$ cat src/rtl/rf_arb_pkg.sv
// Shared definitions for the register-file write-port arbiter: address width,
// the r0 constant, requester ids for the grant mux, and the round-robin pointer.
package rf_arb_pkg;

  localparam int unsigned REG_ADDR_W = 5;
  localparam logic [REG_ADDR_W-1:0] ZERO_REG = 5'd0;

  typedef enum logic [1:0] {
    REQ_NONE = 2'd0,
    REQ_WB   = 2'd1,
    REQ_LL   = 2'd2,
    REQ_DBG  = 2'd3
  } req_id_e;

  // Which secondary requester wins a tie: FIRST = req[0] (LL), SECOND = req[1] (DBG).
  typedef enum logic {
    RR_FIRST  = 1'b0,
    RR_SECOND = 1'b1
  } rr_ptr_e;

endpackage

$ cat src/rtl/rf_write_port_arbiter_rr2.sv
// Two-way round-robin arbiter. The pointer names the tie winner; after any
// grant it is set to the requester that did not win.
module arb_rr2
  import rf_arb_pkg::*;
(
  input  logic       clk,
  input  logic       rst,
  input  logic [1:0] req,
  input  logic       en,
  output logic [1:0] gnt
);

  rr_ptr_e ptr_q, ptr_d;

  always_comb begin
    gnt   = '0;
    ptr_d = ptr_q;
    if (en) begin
      case (req)
        2'b01: begin
          gnt   = 2'b01;
          ptr_d = RR_SECOND;
        end
        2'b10: begin
          gnt   = 2'b10;
          ptr_d = RR_FIRST;
        end
        2'b11: begin
          if (ptr_q == RR_FIRST) begin
            gnt   = 2'b01;
            ptr_d = RR_SECOND;
          end else begin
            gnt   = 2'b10;
            ptr_d = RR_FIRST;
          end
        end
        default: ;
      endcase
    end
  end

  always_ff @(posedge clk) begin
    if (rst) ptr_q <= RR_FIRST;
    else     ptr_q <= ptr_d;
  end

endmodule

$ cat src/rtl/rf_write_port_arbiter.sv
// Arbitrates the single regfile write port between WB, the long-latency unit
// and the debug port, with a one-cycle pipeline stall to prevent starvation.
module rf_write_port_arbiter
  import rf_arb_pkg::*;
#(
  parameter int unsigned WIDTH            = 32,
  parameter int unsigned STARVE_LIMIT     = 4,
  parameter int unsigned ZERO_REG_PROTECT = 1
) (
  input  logic                  clk,
  input  logic                  rst,
  input  logic                  i_wb_we,
  input  logic [REG_ADDR_W-1:0] i_wb_rdst,
  input  logic [WIDTH-1:0]      i_wb_data,
  input  logic                  i_ll_valid,
  input  logic [REG_ADDR_W-1:0] i_ll_rdst,
  input  logic [WIDTH-1:0]      i_ll_data,
  output logic                  o_ll_ready,
  input  logic                  i_dbg_valid,
  input  logic [REG_ADDR_W-1:0] i_dbg_rdst,
  input  logic [WIDTH-1:0]      i_dbg_data,
  output logic                  o_dbg_ready,
  output logic                  o_stall_pipe,
  output logic                  o_rf_we,
  output logic [REG_ADDR_W-1:0] o_rf_rdst,
  output logic [WIDTH-1:0]      o_rf_data
);

  localparam int unsigned      CNT_W   = $clog2(STARVE_LIMIT + 1);
  localparam logic [CNT_W-1:0] CNT_MAX = CNT_W'(STARVE_LIMIT);
  localparam logic             PROTECT = (ZERO_REG_PROTECT != 0);

  logic                  wb_req;
  logic [1:0]            sec_gnt;
  req_id_e               gnt_id;
  logic [REG_ADDR_W-1:0] gnt_rdst;
  logic [WIDTH-1:0]      gnt_data;

  logic                  stall_q, stall_d;
  logic [CNT_W-1:0]      cnt_q, cnt_d;
  logic                  rf_we_q, rf_we_d;
  logic [REG_ADDR_W-1:0] rf_rdst_q;
  logic [WIDTH-1:0]      rf_data_q;

  // A WB write to r0 is dropped up front so it never blocks LL/DBG.
  assign wb_req = i_wb_we & ~stall_q & ~(PROTECT & (i_wb_rdst == ZERO_REG));

  // Gating en with rst keeps ready low and the pointer parked during reset.
  arb_rr2 u_rr (
    .clk (clk),
    .rst (rst),
    .req ({i_dbg_valid, i_ll_valid}),
    .en  (~wb_req & ~rst),
    .gnt (sec_gnt)
  );

  assign o_ll_ready  = sec_gnt[0];
  assign o_dbg_ready = sec_gnt[1];

  always_comb begin
    gnt_id   = REQ_NONE;
    gnt_rdst = '0;
    gnt_data = '0;
    if (wb_req && !rst) begin
      gnt_id   = REQ_WB;
      gnt_rdst = i_wb_rdst;
      gnt_data = i_wb_data;
    end else if (sec_gnt[0]) begin
      gnt_id   = REQ_LL;
      gnt_rdst = i_ll_rdst;
      gnt_data = i_ll_data;
    end else if (sec_gnt[1]) begin
      gnt_id   = REQ_DBG;
      gnt_rdst = i_dbg_rdst;
      gnt_data = i_dbg_data;
    end
    rf_we_d = (gnt_id != REQ_NONE) && !(PROTECT && (gnt_rdst == ZERO_REG));
  end

  // Counts cycles a secondary requester waits; stall fires when it hits the limit.
  always_comb begin
    cnt_d   = cnt_q;
    stall_d = 1'b0;
    if ((|sec_gnt) || !(i_ll_valid || i_dbg_valid)) begin
      cnt_d = '0;
    end else begin
      if (cnt_q != CNT_MAX) cnt_d = cnt_q + CNT_W'(1);
      stall_d = (cnt_d == CNT_MAX) && !stall_q;
    end
  end

  always_ff @(posedge clk) begin
    if (rst) begin
      stall_q   <= 1'b0;
      cnt_q     <= '0;
      rf_we_q   <= 1'b0;
      rf_rdst_q <= '0;
      rf_data_q <= '0;
    end else begin
      stall_q   <= stall_d;
      cnt_q     <= cnt_d;
      rf_we_q   <= rf_we_d;
      rf_rdst_q <= gnt_rdst;
      rf_data_q <= gnt_data;
    end
  end

  assign o_stall_pipe = stall_q;
  assign o_rf_we      = rf_we_q;
  assign o_rf_rdst    = rf_rdst_q;
  assign o_rf_data    = rf_data_q;

endmodule

$ cat config.mk
export PLATFORM = sky130hd
export DESIGN_NAME = rf_write_port_arbiter
export DESIGN_NICKNAME = d
export VERILOG_FILES = /design/src/rtl/rf_arb_pkg.sv /design/src/rtl/rf_write_port_arbiter_rr2.sv /design/src/rtl/rf_write_port_arbiter.sv
export SDC_FILE = /design/constraint.sdc
export NUM_CORES = 1
export LEC_CHECK = 0
export ABC_AREA = 1
export ABC_CLOCK_PERIOD_IN_PS = 3030
export BUFFER_PORTS_ARGS = -buffer_cell sky130_fd_sc_hd__buf_4
export CORE_ASPECT_RATIO = 1.1
export CORE_MARGIN = 4
export CORE_UTILIZATION = 30
export DETAILED_ROUTE_END_ITERATION = 10
export GPL_ROUTABILITY_DRIVEN = 1
export HOLD_SLACK_MARGIN = 0.08
export PLACE_DENSITY = 0.75
export SLEW_MARGIN = 20
export SYNTH_ARGS = -nofsm -noshare
export SYNTH_HDL_FRONTEND = slang
export SYNTH_HIERARCHICAL = 1
export SYNTH_SLANG_ARGS = --single-unit
$ cat constraint.sdc
create_clock -name clk -period 3.03 [get_ports clk]
set_input_delay 0.303 -clock clk [delete_from_list [all_inputs] [get_ports clk]]
set_output_delay 0.303 -clock clk [all_outputs]
set_load 0.005 [all_outputs]
=== After elaboration in Yosys (flattened, before gate mapping) ===
Index checks and enable logic that the tools add are counted.

* Bits in read-only memories: 0
* Latch bits: 0
* RAM bits: 0
* Flip-flop bits (word level): 43
* Memories: 0

* Reduce and logical (&&, ||, !) cells: 16
* Div/mod/pow operators: 0
* Bitwise gates (word level): 7
* Multipliers: 0
* $add $sub $neg: 1
* Equal/unequal tests: 5
* $lt $le $gt $ge: 0
* Shifts and indexed selects: 0
* Multiplexer cells: 16

{| class="wikitable"
|+ Operators with widths
! kind !! number
|-
| 32-bit 2-to-1 mux || 3
|-
| 5-bit 2-to-1 mux || 3
|-
| 5-bit zero test || 2
|-
| 2-bit 2-to-1 mux || 5
|-
| 3-bit 2-to-1 mux || 2
|-
| 2-bit case mux with 3 select lines || 1
|-
| 2-bit equality test (second input constant) || 2
|-
| 1-bit zero test || 4
|-
| 1-bit NOT || 4
|-
| 2-bit OR reduction || 2
|-
| 3-bit by 1-bit adder with 3-bit output (second input constant) || 1
|-
| 1-bit bitwise AND || 3
|-
| 3-bit equality test (second input constant) || 1
|-
| 1-bit logical AND || 3
|-
| 3-bit != test (second input constant) || 1
|-
| 1-bit case mux with 3 select lines || 1
|-
| 3-bit nonzero test || 1
|-
| 2-bit by 1-bit equality test with 1-bit output (second input constant) || 1
|-
| 1-bit logical OR || 2
|-
| 2-bit AND reduction || 1
|-
| 2-bit nonzero test || 1
|-
| 1-bit 2-to-1 mux || 1
|}

=== Depth between registers and ports, before layout ===
Gate-level depths: netlist (run 1).

* Depth after elaboration: 12
* Depth in mapped cells: 17

=== By module ===
Netlist (run 1), hierarchy kept.

{| class="wikitable"
|+ By module, submodules not included
! module !! area each (µm²) !! sequential area each (µm²) !! cells an instance !! instances
|-
| rf_write_port_arbiter || 1,913.1 || 840.8 || 220 || 1
|-
| arb_rr2 || 61.3 || 20.0 || 9 || 1
|}

=== Worst setup path before layout (run 1) ===
OpenSTA, ideal clock, no wires.

* Kind: in2reg
* Start point: input i_wb_rdst[0]
* End point: register rf_data_q[18], in the netlist o_rf_data[18]
* Stages: 13
* Path buffers: 3
* Library setup time: 70 ps
* Path slack: 1,047 ps
* Required time: 2,960 ps
* Arrival time: 1,913 ps
* Cell sequence: nor2_2 > nand3_4 > nand2_4 > nand2_2 > buf_6 > buf_8 > inv_1 > o211a_1 > inv_1 > nor2_2 > buf_2 > a22oi_1 > a21oi_1

* Word-level cells in the longest chain between the ends: 9
* Elaborated cells on any way between the ends: 10

{| class="wikitable"
|+ Ends and longest elaborated chain
! what !! line !! text
|-
| start, declared || rf_write_port_arbiter.sv:13 || <nowiki>input logic [REG_ADDR_W-1:0] i_wb_rdst,</nowiki>
|-
| 5-bit zero test || rf_write_port_arbiter.sv:46 || <nowiki>assign wb_req = i_wb_we & ~stall_q & ~(PROTECT & (i_wb_rdst == ZERO_REG));</nowiki>
|-
| 1-bit NOT || rf_write_port_arbiter.sv:46 ||
|-
| 1-bit bitwise AND || rf_write_port_arbiter.sv:46 ||
|-
| 1-bit NOT || rf_write_port_arbiter.sv:53 || <nowiki>.en (~wb_req & ~rst),</nowiki>
|-
| 1-bit bitwise AND || rf_write_port_arbiter.sv:53 ||
|-
| 2-bit 2-to-1 mux || rf_write_port_arbiter_rr2.sv:18 || <nowiki>if (en) begin</nowiki>
|-
| named net o_dbg_ready || rf_write_port_arbiter.sv:22 || <nowiki>output logic o_dbg_ready,</nowiki>
|-
| 32-bit 2-to-1 mux || rf_write_port_arbiter.sv:72 || <nowiki>end else if (sec_gnt[1]) begin</nowiki>
|-
| 32-bit 2-to-1 mux || rf_write_port_arbiter.sv:68 || <nowiki>end else if (sec_gnt[0]) begin</nowiki>
|-
| 32-bit 2-to-1 mux || rf_write_port_arbiter.sv:64 || <nowiki>if (wb_req && !rst) begin</nowiki>
|-
| end signal, assigned || rf_write_port_arbiter.sv:104 || <nowiki>rf_data_q <= gnt_data;</nowiki>
|-
| end, declared || rf_write_port_arbiter.sv:43 || <nowiki>logic [WIDTH-1:0] rf_data_q;</nowiki>
|}

The timed path passes the listed nets, and every way through them passes these cells.
A chain may end at the register's enable or synchronous reset.

=== Worst setup path after layout (run 1) ===
* Start point: register stall_q, in the netlist o_stall_pipe
* End point: register rf_data_q[10], in the netlist o_rf_data[10]

* Word-level cells in the longest chain between the ends: 9
* Elaborated cells on any way between the ends: 10

{| class="wikitable"
|+ Ends and longest elaborated chain
! what !! line !! text
|-
| start, declared || rf_write_port_arbiter.sv:39 || <nowiki>logic stall_q, stall_d;</nowiki>
|-
| start signal, assigned || rf_write_port_arbiter.sv:100 || <nowiki>stall_q <= stall_d;</nowiki>
|-
| 1-bit NOT (*) || rf_write_port_arbiter.sv:46 ||
|-
| 1-bit bitwise AND (*) (2 in a row) || rf_write_port_arbiter.sv:46 ||
|-
| 1-bit NOT || rf_write_port_arbiter.sv:53 ||
|-
| 1-bit bitwise AND || rf_write_port_arbiter.sv:53 ||
|-
| 2-bit 2-to-1 mux || rf_write_port_arbiter_rr2.sv:18 ||
|-
| 32-bit 2-to-1 mux || rf_write_port_arbiter.sv:72 ||
|-
| 32-bit 2-to-1 mux || rf_write_port_arbiter.sv:68 ||
|-
| 32-bit 2-to-1 mux (*) || rf_write_port_arbiter.sv:64 ||
|}

Every way passes the cells marked *; elsewhere a longest branch is shown, timed or not.

==> flow_metrics.env, run 1 <==
export IMPL_crit_path_end_kind="flop"
export IMPL_tightest_slew_ps=603
export IMPL_cts_hold_buffers=0
export IMPL_syn2layout_area_growth_pct=64.4
export IMPL_regArea_um2=861
export IMPL_final_hold_violation_count=0
export IMPL_leakagePower_uw=0.00154
export IMPL_ys_seq_area_share_pct=43.6
export IMPL_drt_total_wl_mm=7.17
export IMPL_tns_ps=0
export IMPL_die_w_um=85.4
export IMPL_antenna_found_initial=0
export IMPL_diodes=0
export IMPL_p_per_area_nw_per_um2=385
export IMPL_ys_ff_latch=43
export IMPL_synthFlopType="dfxtp_1"
export IMPL_grt_max_degree=40
export IMPL_whs_ps=239
export IMPL_io_buffer_count=156
export IMPL_critical_path_max_stage_delay_ps=470
export IMPL_gp_congestion=0.774
export IMPL_hpwl_mm=5.49
export IMPL_dieHeight_um=93.1
export IMPL_synth_area_leaders="dfxtp_1 44%, a22oi_1 13%, nand3_1 7.9%"
export IMPL_ys_warn_count=6
export IMPL_crit_arrival_ps=2460
export IMPL_startpoint_type="flop"
export IMPL_drtIter0Drc=107
export IMPL_clockBufferDepth=2
export IMPL_drive_gt1_share_pct=48.7
export IMPL_crit_path_top_delay_cell="nor2_2"
export IMPL_cap_violations=0
export IMPL_gr_total_overflow=0
export IMPL_syn_num_nets=347
export IMPL_root_buffer="clkbuf_8"
export IMPL_yosys_area_top_type_share_pct=43.6
export IMPL_finalNetCount=497
export IMPL_crit_top_cell="inv_1"
export IMPL_worstPathMaxFanout=23
export IMPL_finalSetupViolations=0
export IMPL_synth_edf_count=0
export IMPL_postSynthAreaPerCell_um2=8.62
export IMPL_synth_most_common_cell="dfxtp_1"
export IMPL_ys_types=30
export IMPL_first_pass_iters=6
export IMPL_post_cts_buffers=0
export IMPL_cts_tree="built"
export IMPL_syn_inst=229
export IMPL_clkSinkCount=43
export IMPL_netlist_top_cell_by_area="dfxtp_1"
export IMPL_vias_per_cell=4.92
export IMPL_period_share_pct=74.4
export IMPL_fillerInstances=624
export IMPL_hp_class="in2reg"
export IMPL_netlist_area_um2=1970
export IMPL_cts_repair_resized=0
export IMPL_insertion_delay_ps=280
export IMPL_drtAntennaViolNets=0
export IMPL_slew_violations=0
export IMPL_crit_chain="nor2_4 -> nand2_4 -> nand2_2 -> inv_1 -> o211a_1 -> inv_1 -> nor2_2 -> buf_4 -> a22oi_1 -> o21ai_0"
export IMPL_h_tree_depth=2
export IMPL_rows=30
export IMPL_totalPowerFinal_uw=1250
export IMPL_grt_pass1_vias=2265
export IMPL_post_route_drc_count=0
export IMPL_finalCriticalPeriod_ps=2250
export IMPL_relSlewSlack_pct=59.8
export IMPL_grtUsageTotal_pct=17.0
export IMPL_grt_pass1_wl_mm=11.0
export IMPL_clock_skew_ps=5.79
export IMPL_final_core_util_pct=51.8
export IMPL_status="finished clean"
export IMPL_cts_made_buffers=5
export IMPL_io_pins=157
export IMPL_cp_required_ps=3230
export IMPL_vias=2263
export IMPL_start_util_pct=31.5
export IMPL_post_drt_wl_per_cell_um=15.6
export IMPL_clk_pin_slew_ps=80
export IMPL_async_flop_share_pct=0
export IMPL_multi_input_area_um2=942
export IMPL_rsz0062_at_grt="false"
export IMPL_dieArea_um2=7940
export IMPL_ir_drop_uv=184
export IMPL_path_class="reg2reg"
export IMPL_coreArea_um2=6270
export IMPL_fmax_mhz=444
export IMPL_synth_common_cells="43 x dfxtp_1, 35 x a22oi_1, 31 x nand3_1, 21 x o21ai_0, 15 x nand2_1"
==> routing by layer <==
| layer | wire length [um] | share of wire [%] | track usage [%] | vias up |
|---|---|---|---|---|
| li1 | - | - | - | 1119 |
| met1 | 2710 | 38 | 19.3 | 1047 |
| met2 | 3840 | 54 | 31.2 | 89 |
| met3 | 537 | 7.5 | 4.32 | 8 |
| met4 | 87 | 1.2 | 4.62 | 0 |
| met5 | 0 | 0 | 0 | - |
==> cells by family (layout without fill, tap and decap cells) <==
logic type | Yosys count | count (layout) | synth area share (%)
xor+xnor | 1 | 1 | 0.444
flops | 43 | 43 | 43.6
simple gates | 71 | 71 | 19.2
buf+inv | 33 | 184 | 8.68
fa+ha+maj | 2 | 2 | 1.27
compound gates | 79 | 79 | 26.8
==> power by group <==
group	internal (uW)	switching [uW]
logic	168	123
registers	597	10.0
clock network	162	188
total	927	321
==> worst paths after layout <==
path | startpoint | endpoint | slack [ps] | cells past startpoint
hold / removal | i_wb_data[26] | o_rf_data[26] | 240 | 3
setup reg to reg | o_stall_pipe | o_rf_data[10] | 780 | 10
setup / recovery | o_stall_pipe | o_rf_data[10] | 780 | 10
hold reg to reg | u_rr/ptr_q | u_rr/ptr_q | 500 | 2
==> registers in the layout, indices dropped and copies added, names as in the netlist <==
signal,count
o_rf_data,32
o_rf_rdst,5
cnt_q,3
o_rf_we,1
o_stall_pipe,1
u_rr/ptr_q,1
==> worst max-delay path: cells and delay by family, from the launching register on <==
family	cells	cell delay (ps)
buf+inv	3	520
flops	1	410
compound gates	3	500
simple gates	4	730
==> cell usage in the layout (no fill, tap or decap) <==
cell        n
a21boi_0    2
a21oi_1     5
a22oi_1    35
buf_4     160
clkbuf_1    2
clkbuf_8    5
clkinv_2    1
dfxtp_1    43
ha_1        2
inv_1      14
inv_2       2
nand2_1    15
nand2_2     1
nand2_4     1
nand3_1    31
nand3_4     2
nand3b_1    1
nand4_1     4
nor2_1     11
nor2_2      2
nor2_4      2
nor4_1      1
o211a_1     1
o211ai_1    1
o21ai_0    21
o21ai_1     5
o21ai_2     9
xor2_1      1
==> layout make-up <==
cell class / count / share of cell area, %
tap: 80 / 3.08
clock buffer: 7 / 2.35
clock inverter: 1 / 0.154
multi-input combinational: 153 / 29.0
timing repair buffer: 160 / 37.0
sequential: 43 / 26.5
inverter: 16 / 1.85
==> metrics by stage <==
| step | worst slack (ps) | instance area [um^2] | cells |
|---|---|---|---|
| after floorplan | 1050 | 1970 | 229 |
| after global placement | 759 | 3160 | 452 |
| after detailed placement | 559 | 3160 | 452 |
| after CTS | 753 | 3250 | 460 |
| after global routing | 537 | 3250 | 460 |
| final | 776 | 3250 | 460 |
No activity file was read; power rests on OpenSTA's default activity.
==> run 2: changes to the inputs <==
--- a/config.mk
+++ b/config.mk
@@ -5,8 +5,8 @@
 export SDC_FILE = /design/constraint.sdc
 export NUM_CORES = 1
 export LEC_CHECK = 0
-export ABC_AREA = 1
-export ABC_CLOCK_PERIOD_IN_PS = 3030
+export ABC_AREA = 0
+export ABC_CLOCK_PERIOD_IN_PS = 2300
 export BUFFER_PORTS_ARGS = -buffer_cell sky130_fd_sc_hd__buf_4
 export CORE_ASPECT_RATIO = 1.1
 export CORE_MARGIN = 4
==> constraint.sdc (replaced) <==
create_clock -name clk -period 2.3 [get_ports clk]
set_input_delay 0.23 -clock clk [delete_from_list [all_inputs] [get_ports clk]]
set_output_delay 0.23 -clock clk [all_outputs]
set_load 0.005 [all_outputs]
==> run 2 against run 1 <==
Final area rose by 6.8%; critical path type is now in2out; clock power rose by 71%; sequential cell count did not move; non-clock buffer count rose by 7; highest routed layer unchanged.
==> flow_metrics.env, run 2 <==
export IMPL_status="finished clean"
export IMPL_grtUsageTotal_pct=16.5
export IMPL_finalNetCount=490
export IMPL_gp_congestion=0.752
export IMPL_first_pass_iters=4
export IMPL_syn2layout_area_growth_pct=72.9
export IMPL_crit_path_start="i_wb_rdst[1]"
export IMPL_r2r_start="o_stall_pipe"
export IMPL_ys_types=32
export IMPL_post_cts_buffers=0
export IMPL_dieHeight_um=93.7
export IMPL_drtIter0Drc=66
export IMPL_cts_repair_resized=0
export IMPL_placed_cells=445
export IMPL_die_w_um=85.9
export IMPL_post_route_drc_count=0
export IMPL_synthFlopType="dfxtp_1"
export IMPL_grt_pass1_wl_mm=10.6
export IMPL_pwr_share_seq_pct=43.6
export IMPL_r2r_slack_ps=460
export IMPL_synth_area_leaders="dfxtp_1 43%, a221oi_1 11%, nor3_1 8.2%"
export IMPL_ys_seq_area_share_pct=42.9
export IMPL_syn_inst=218
export IMPL_yosys_area_top_type_share_pct=42.9
export IMPL_slew_violations=0
export IMPL_final_cell_mix="163 x buf_4, 43 x dfxtp_1, 40 x nor2_1, 33 x nor3_1, 22 x a221oi_1"
export IMPL_drt_total_wl_mm=7.20
export IMPL_synth_common_cells="43 x dfxtp_1, 41 x nor2_1, 33 x nor3_1, 25 x a221oi_1, 13 x clkbuf_1"
export IMPL_netlist_area_um2=2000
export IMPL_root_buffer="clkbuf_8"
export IMPL_largest_reg_flops=32
export IMPL_drtAntennaViolNets=0
export IMPL_ys_warn_count=6
export IMPL_endpoint="o_ll_ready"
export IMPL_worst_slack_ps=229
export IMPL_diodes=0
export IMPL_final_core_util_pct=54.6
export IMPL_rsz0062_at_grt="false"
export IMPL_relSlewSlack_pct=65.8
export IMPL_grt_pass1_vias=2214
export IMPL_totalPowerFinal_uw=1850
export IMPL_period_share_pct=90.0
export IMPL_p_per_area_nw_per_um2=535
export IMPL_vias=2298
export IMPL_startpoint_type="input pin"
export IMPL_regToRegEndpoint="o_stall_pipe"
export IMPL_clkSinkCount=43
export IMPL_clock_skew_ps=9.27
export IMPL_vias_per_cell=5.07
export IMPL_cts_tree="built"
export IMPL_final_common_cell="buf_4"
export IMPL_final_hold_violation_count=0
export IMPL_grt_max_degree=40
export IMPL_fmax_mhz=483
export IMPL_start_util_pct=31.6
export IMPL_netlist_top_cell_by_area="dfxtp_1"
export IMPL_dieArea_um2=8050
export IMPL_worstPathMaxFanout=24
export IMPL_crit_arrival_ps=1840
export IMPL_rows=30
export IMPL_post_drt_wl_per_cell_um=15.9
export IMPL_antenna_found_initial=0
export IMPL_cap_violations=0
export IMPL_hp_class="in2reg"
export IMPL_synth_most_common_cell="dfxtp_1"
export IMPL_syn_num_nets=336
export IMPL_cp_required_ps=2070
export IMPL_path_class="in2out"
export IMPL_finalSetupViolations=0
export IMPL_ir_drop_uv=269
export IMPL_leakagePower_uw=0.00160
export IMPL_async_flop_share_pct=0
export IMPL_coreArea_um2=6340
export IMPL_ys_ff_latch=43
export IMPL_clk_pin_slew_ps=70
export IMPL_place_ws_ps=19.9
export IMPL_insertion_delay_ps=290
export IMPL_p_int_uw=1410
export IMPL_h_tree_depth=2
export IMPL_swShare_pct=24.1
export IMPL_cts_hold_buffers=0
export IMPL_clockBufferDepth=2
export IMPL_io_pins=157
export IMPL_gr_total_overflow=0
export IMPL_final_cells=453
export IMPL_finalCriticalPeriod_ps=2070
export IMPL_synth_edf_count=0
export IMPL_io_buffer_count=156
export IMPL_combPwrFrac_pct=24.1
export IMPL_drive_gt1_share_pct=53.4
export IMPL_postSynthAreaPerCell_um2=9.19
export IMPL_hpwl_mm=5.41
export IMPL_crit_path_end_kind="output port"
export IMPL_rr_worst_depth=10
export IMPL_switchingPower_uw=447
export IMPL_tightest_slew_ps=513
export IMPL_cts_made_buffers=5
export IMPL_clockPowerShare_pct=32.4
## run 2: cell types whose count changed in the layout (fill, tap and decap cells not counted), sizes merged, moves of 4 or more
cell and change:
a221oi +35, nor3 +35, a22oi -34, nand3 -31
o21ai -29, nor2 +26, nand2 -13, inv -12
buf +7, nand4 -4
## run 2: layout make-up
type | count | area (um^2)
clock buffer | 6 | 82.6
tap | 80 | 100
fill | 590 | 2880
clock inverter | 2 | 35.0
inverter | 4 | 15.0
sequential | 43 | 861
multi-input combinational | 151 | 1070
timing repair buffer | 167 | 1300
## run 2: cells by family after synthesis
family | Yosys count | synth area share (%)
buffers and inverters | 24 | 6.49
AO/OA/AOI/OAI | 56 | 26.8
multiplexers | 1 | 0.499
AND/OR/NAND/NOR | 91 | 21.5
adder cells (fa/ha/maj) | 2 | 1.25
XOR/XNOR | 1 | 0.437
flip-flops | 43 | 42.9
## run 2: how the worst min path moves through the flow
stage | from | endpoint | slack (ps) | cells after the start
CTS | i_dbg_valid | u_rr/ptr_q | 190 | 2
global route | i_dbg_valid | u_rr/ptr_q | 210 | 2
finish | i_dbg_valid | u_rr/ptr_q | 210 | 2
floorplan | rst | u_rr/ptr_q | 310 | 1
global placement | o_stall_pipe | o_stall_pipe | 450 | 1
detailed placement | o_stall_pipe | o_stall_pipe | 450 | 1
## run 2: power groups by stage
stage	Clock, uW	Sequential (uW)	Combinational [uW]
detailed placement	0	826	450
finish	600	808	446
floorplan	0	830	171
CTS	631	808	451
global route	657	813	484
global placement	0	825	443
## run 2: critical path, cell delays in order
cell,delay [ps]
buf_4,120
or3_4,370
o31a_2,320
nor2_4,110
nand2_1,100
a21oi_4,230
buf_12,220
buf_4,140
## run 2: metrics by stage
| step | hold WS, ps | setup TNS, ps | area [um^2] |
|---|---|---|---|
| 6_report | 208 | 0 | 3470 |
| 5_1_grt | 206 | 0 | 3470 |
| 4_1_cts | 185 | 0 | 3470 |
| 3_5_place_dp | 453 | 0 | 3350 |
| 3_3_place_gp | 448 | 0 | 3350 |
| 2_1_floorplan | 308 | -269 | 2100 |
## run 2: per-layer routing
| layer | GRT usage (%) | share of wire, % |
|---|---|---|
| met2 | 29.9 | 51 |
| met3 | 3.86 | 8.9 |
| met5 | 0 | 0 |
| met4 | 5.54 | 1.0 |
| met1 | 18.8 | 39 |
==> run 3: changes to the inputs <==
==> constraint.sdc (replaced) <==
create_clock -name clk -period 2.3 [get_ports clk]
set_input_delay 0.23 -clock clk [delete_from_list [all_inputs] [get_ports clk]]
set_output_delay 0.23 -clock clk [all_outputs]
set_load 0.1 [all_outputs]
==> run 3 against run 2 <==
Worst hold slack lost 13 ps; first-iteration DRC count increased by 44%; sequential power about the same; critical path depth shrank 1; clock skew fell by 6.8 ps; register-to-register slack improved by 40 ps.
==> flow_metrics.env, run 3 (synthesis gave the netlist of run 2 again) <==
export IMPL_root_buffer="clkbuf_8"
export IMPL_finalSetupViolations=0
export IMPL_startpoint_type="input pin"
export IMPL_relSlewSlack_pct=65.2
export IMPL_fmax_mhz=486
export IMPL_cts_made_buffers=5
export IMPL_insertion_delay_ps=290
export IMPL_drtIter0Drc=95
export IMPL_finalCriticalPeriod_ps=2060
export IMPL_pwr_share_seq_pct=36.2
export IMPL_leakagePower_uw=0.00160
export IMPL_vias_per_cell=5.12
export IMPL_final_common_cell="buf_4"
export IMPL_largest_reg_flops=32
export IMPL_start_util_pct=31.6
export IMPL_slew_violations=0
export IMPL_cts_repair_resized=0
export IMPL_crit_path_end_kind="output port"
export IMPL_clockPowerShare_pct=28.8
export IMPL_dieHeight_um=93.7
export IMPL_clockBufferDepth=2
export IMPL_status="finished clean"
export IMPL_post_drt_wl_per_cell_um=16.1
export IMPL_crit_arrival_ps=1830
export IMPL_grt_pass1_vias=2343
export IMPL_placed_cells=446
export IMPL_hpwl_mm=5.70
export IMPL_post_cts_buffers=0
export IMPL_tightest_slew_ps=522
export IMPL_grt_max_degree=40
export IMPL_p_per_area_nw_per_um2=641
export IMPL_finalNetCount=491
export IMPL_drive_gt1_share_pct=54.0
export IMPL_final_hold_violation_count=0
export IMPL_dieArea_um2=8050
export IMPL_switchingPower_uw=784
export IMPL_drtAntennaViolNets=0
export IMPL_die_w_um=85.9
export IMPL_path_class="in2out"
export IMPL_ir_drop_uv=305
export IMPL_syn2layout_area_growth_pct=73.5
export IMPL_io_pins=157
export IMPL_grt_pass1_wl_mm=11.6
export IMPL_vias=2326
export IMPL_diodes=0
export IMPL_clkSinkCount=43
export IMPL_rsz0062_at_grt="false"
export IMPL_h_tree_depth=2
export IMPL_final_cell_mix="166 x buf_4, 42 x dfxtp_1, 40 x nor2_1, 33 x nor3_1, 21 x a221oi_1"
export IMPL_cts_hold_buffers=0
export IMPL_drt_total_wl_mm=7.33
export IMPL_worstPathMaxFanout=5
export IMPL_antenna_found_initial=0
export IMPL_clk_pin_slew_ps=80
export IMPL_tns_ps=0
export IMPL_io_buffer_count=156
export IMPL_gp_congestion=0.883
export IMPL_final_cells=454
export IMPL_rows=30
export IMPL_clock_skew_ps=2.44
export IMPL_gr_total_overflow=0
export IMPL_cap_violations=0
export IMPL_combPwrFrac_pct=35.0
export IMPL_fillerInstances=589
export IMPL_hp_class="in2reg"
export IMPL_cts_tree="built"
export IMPL_coreArea_um2=6340
export IMPL_post_route_drc_count=0
export IMPL_p_int_uw=1450
export IMPL_swShare_pct=35.2
export IMPL_cp_required_ps=2070
export IMPL_grtUsageTotal_pct=17.9
export IMPL_first_pass_iters=4
export IMPL_period_share_pct=89.5
run 3: power groups by stage:
stage,Sequential [uW],Combinational [uW],Clock (uW)
final,807,781,642
after CTS,808,786,664
after global routing,813,823,705
after detailed placement,826,785,0
after floorplan,1150,184,0
after global placement,824,777,0
run 3: cell type report:
cell class	instances	area [um^2]	area share (%)
Timing Repair Buffer	168	1290	37.0
Sequential cell	43	865	24.9
Clock buffer	7	97.6	2.81
Clock inverter	1	30.0	0.863
Tap cell	80	100	2.88
Multi-Input combinational cell	151	1080	31.2
Inverter	4	15.0	0.432
run 3: through the flow:
step                      hold slack (ps)  util [%]  area (um^2)  worst slack [ps]  power (uW)
final                                 195      54.8         3480               242        2230
after global routing                  173      54.8         3480               146        2340
after CTS                             185      54.8         3480               232        2260
after detailed placement              422      52.8         3350             -13.4        1610
after global placement                417      52.8         3350              51.5        1600
after floorplan                       308         -         2140              -576        1330
run 3: final timing paths:
| check | start | end | slack, ps | cells past startpoint |
|---|---|---|---|---|
| worst min-delay path | i_ll_data[17] | o_rf_data[17] | 200 | 3 |
| worst max register to register | o_stall_pipe | o_stall_pipe | 500 | 9 |
| worst min register to register | o_stall_pipe | o_stall_pipe | 430 | 1 |
| worst max-delay path | i_wb_rdst[1] | o_ll_ready | 240 | 7 |
run 3: worst max-delay path, stage by stage:
cell and delay, ps:
buf_4 120, or3_4 410, o31a_2 330, nor2_4 120, nand2_2 80, a21oi_4 200, buf_4 340
run 3: layer usage:
metal  vias up  GRT usage [%]  part of all wire, %
li1       1128              -                    -
met1      1080           20.8                   37
met2       110           32.1                   52
met3         8           5.26                   10
met4         0           4.22                  1.0
met5         -              0                    0
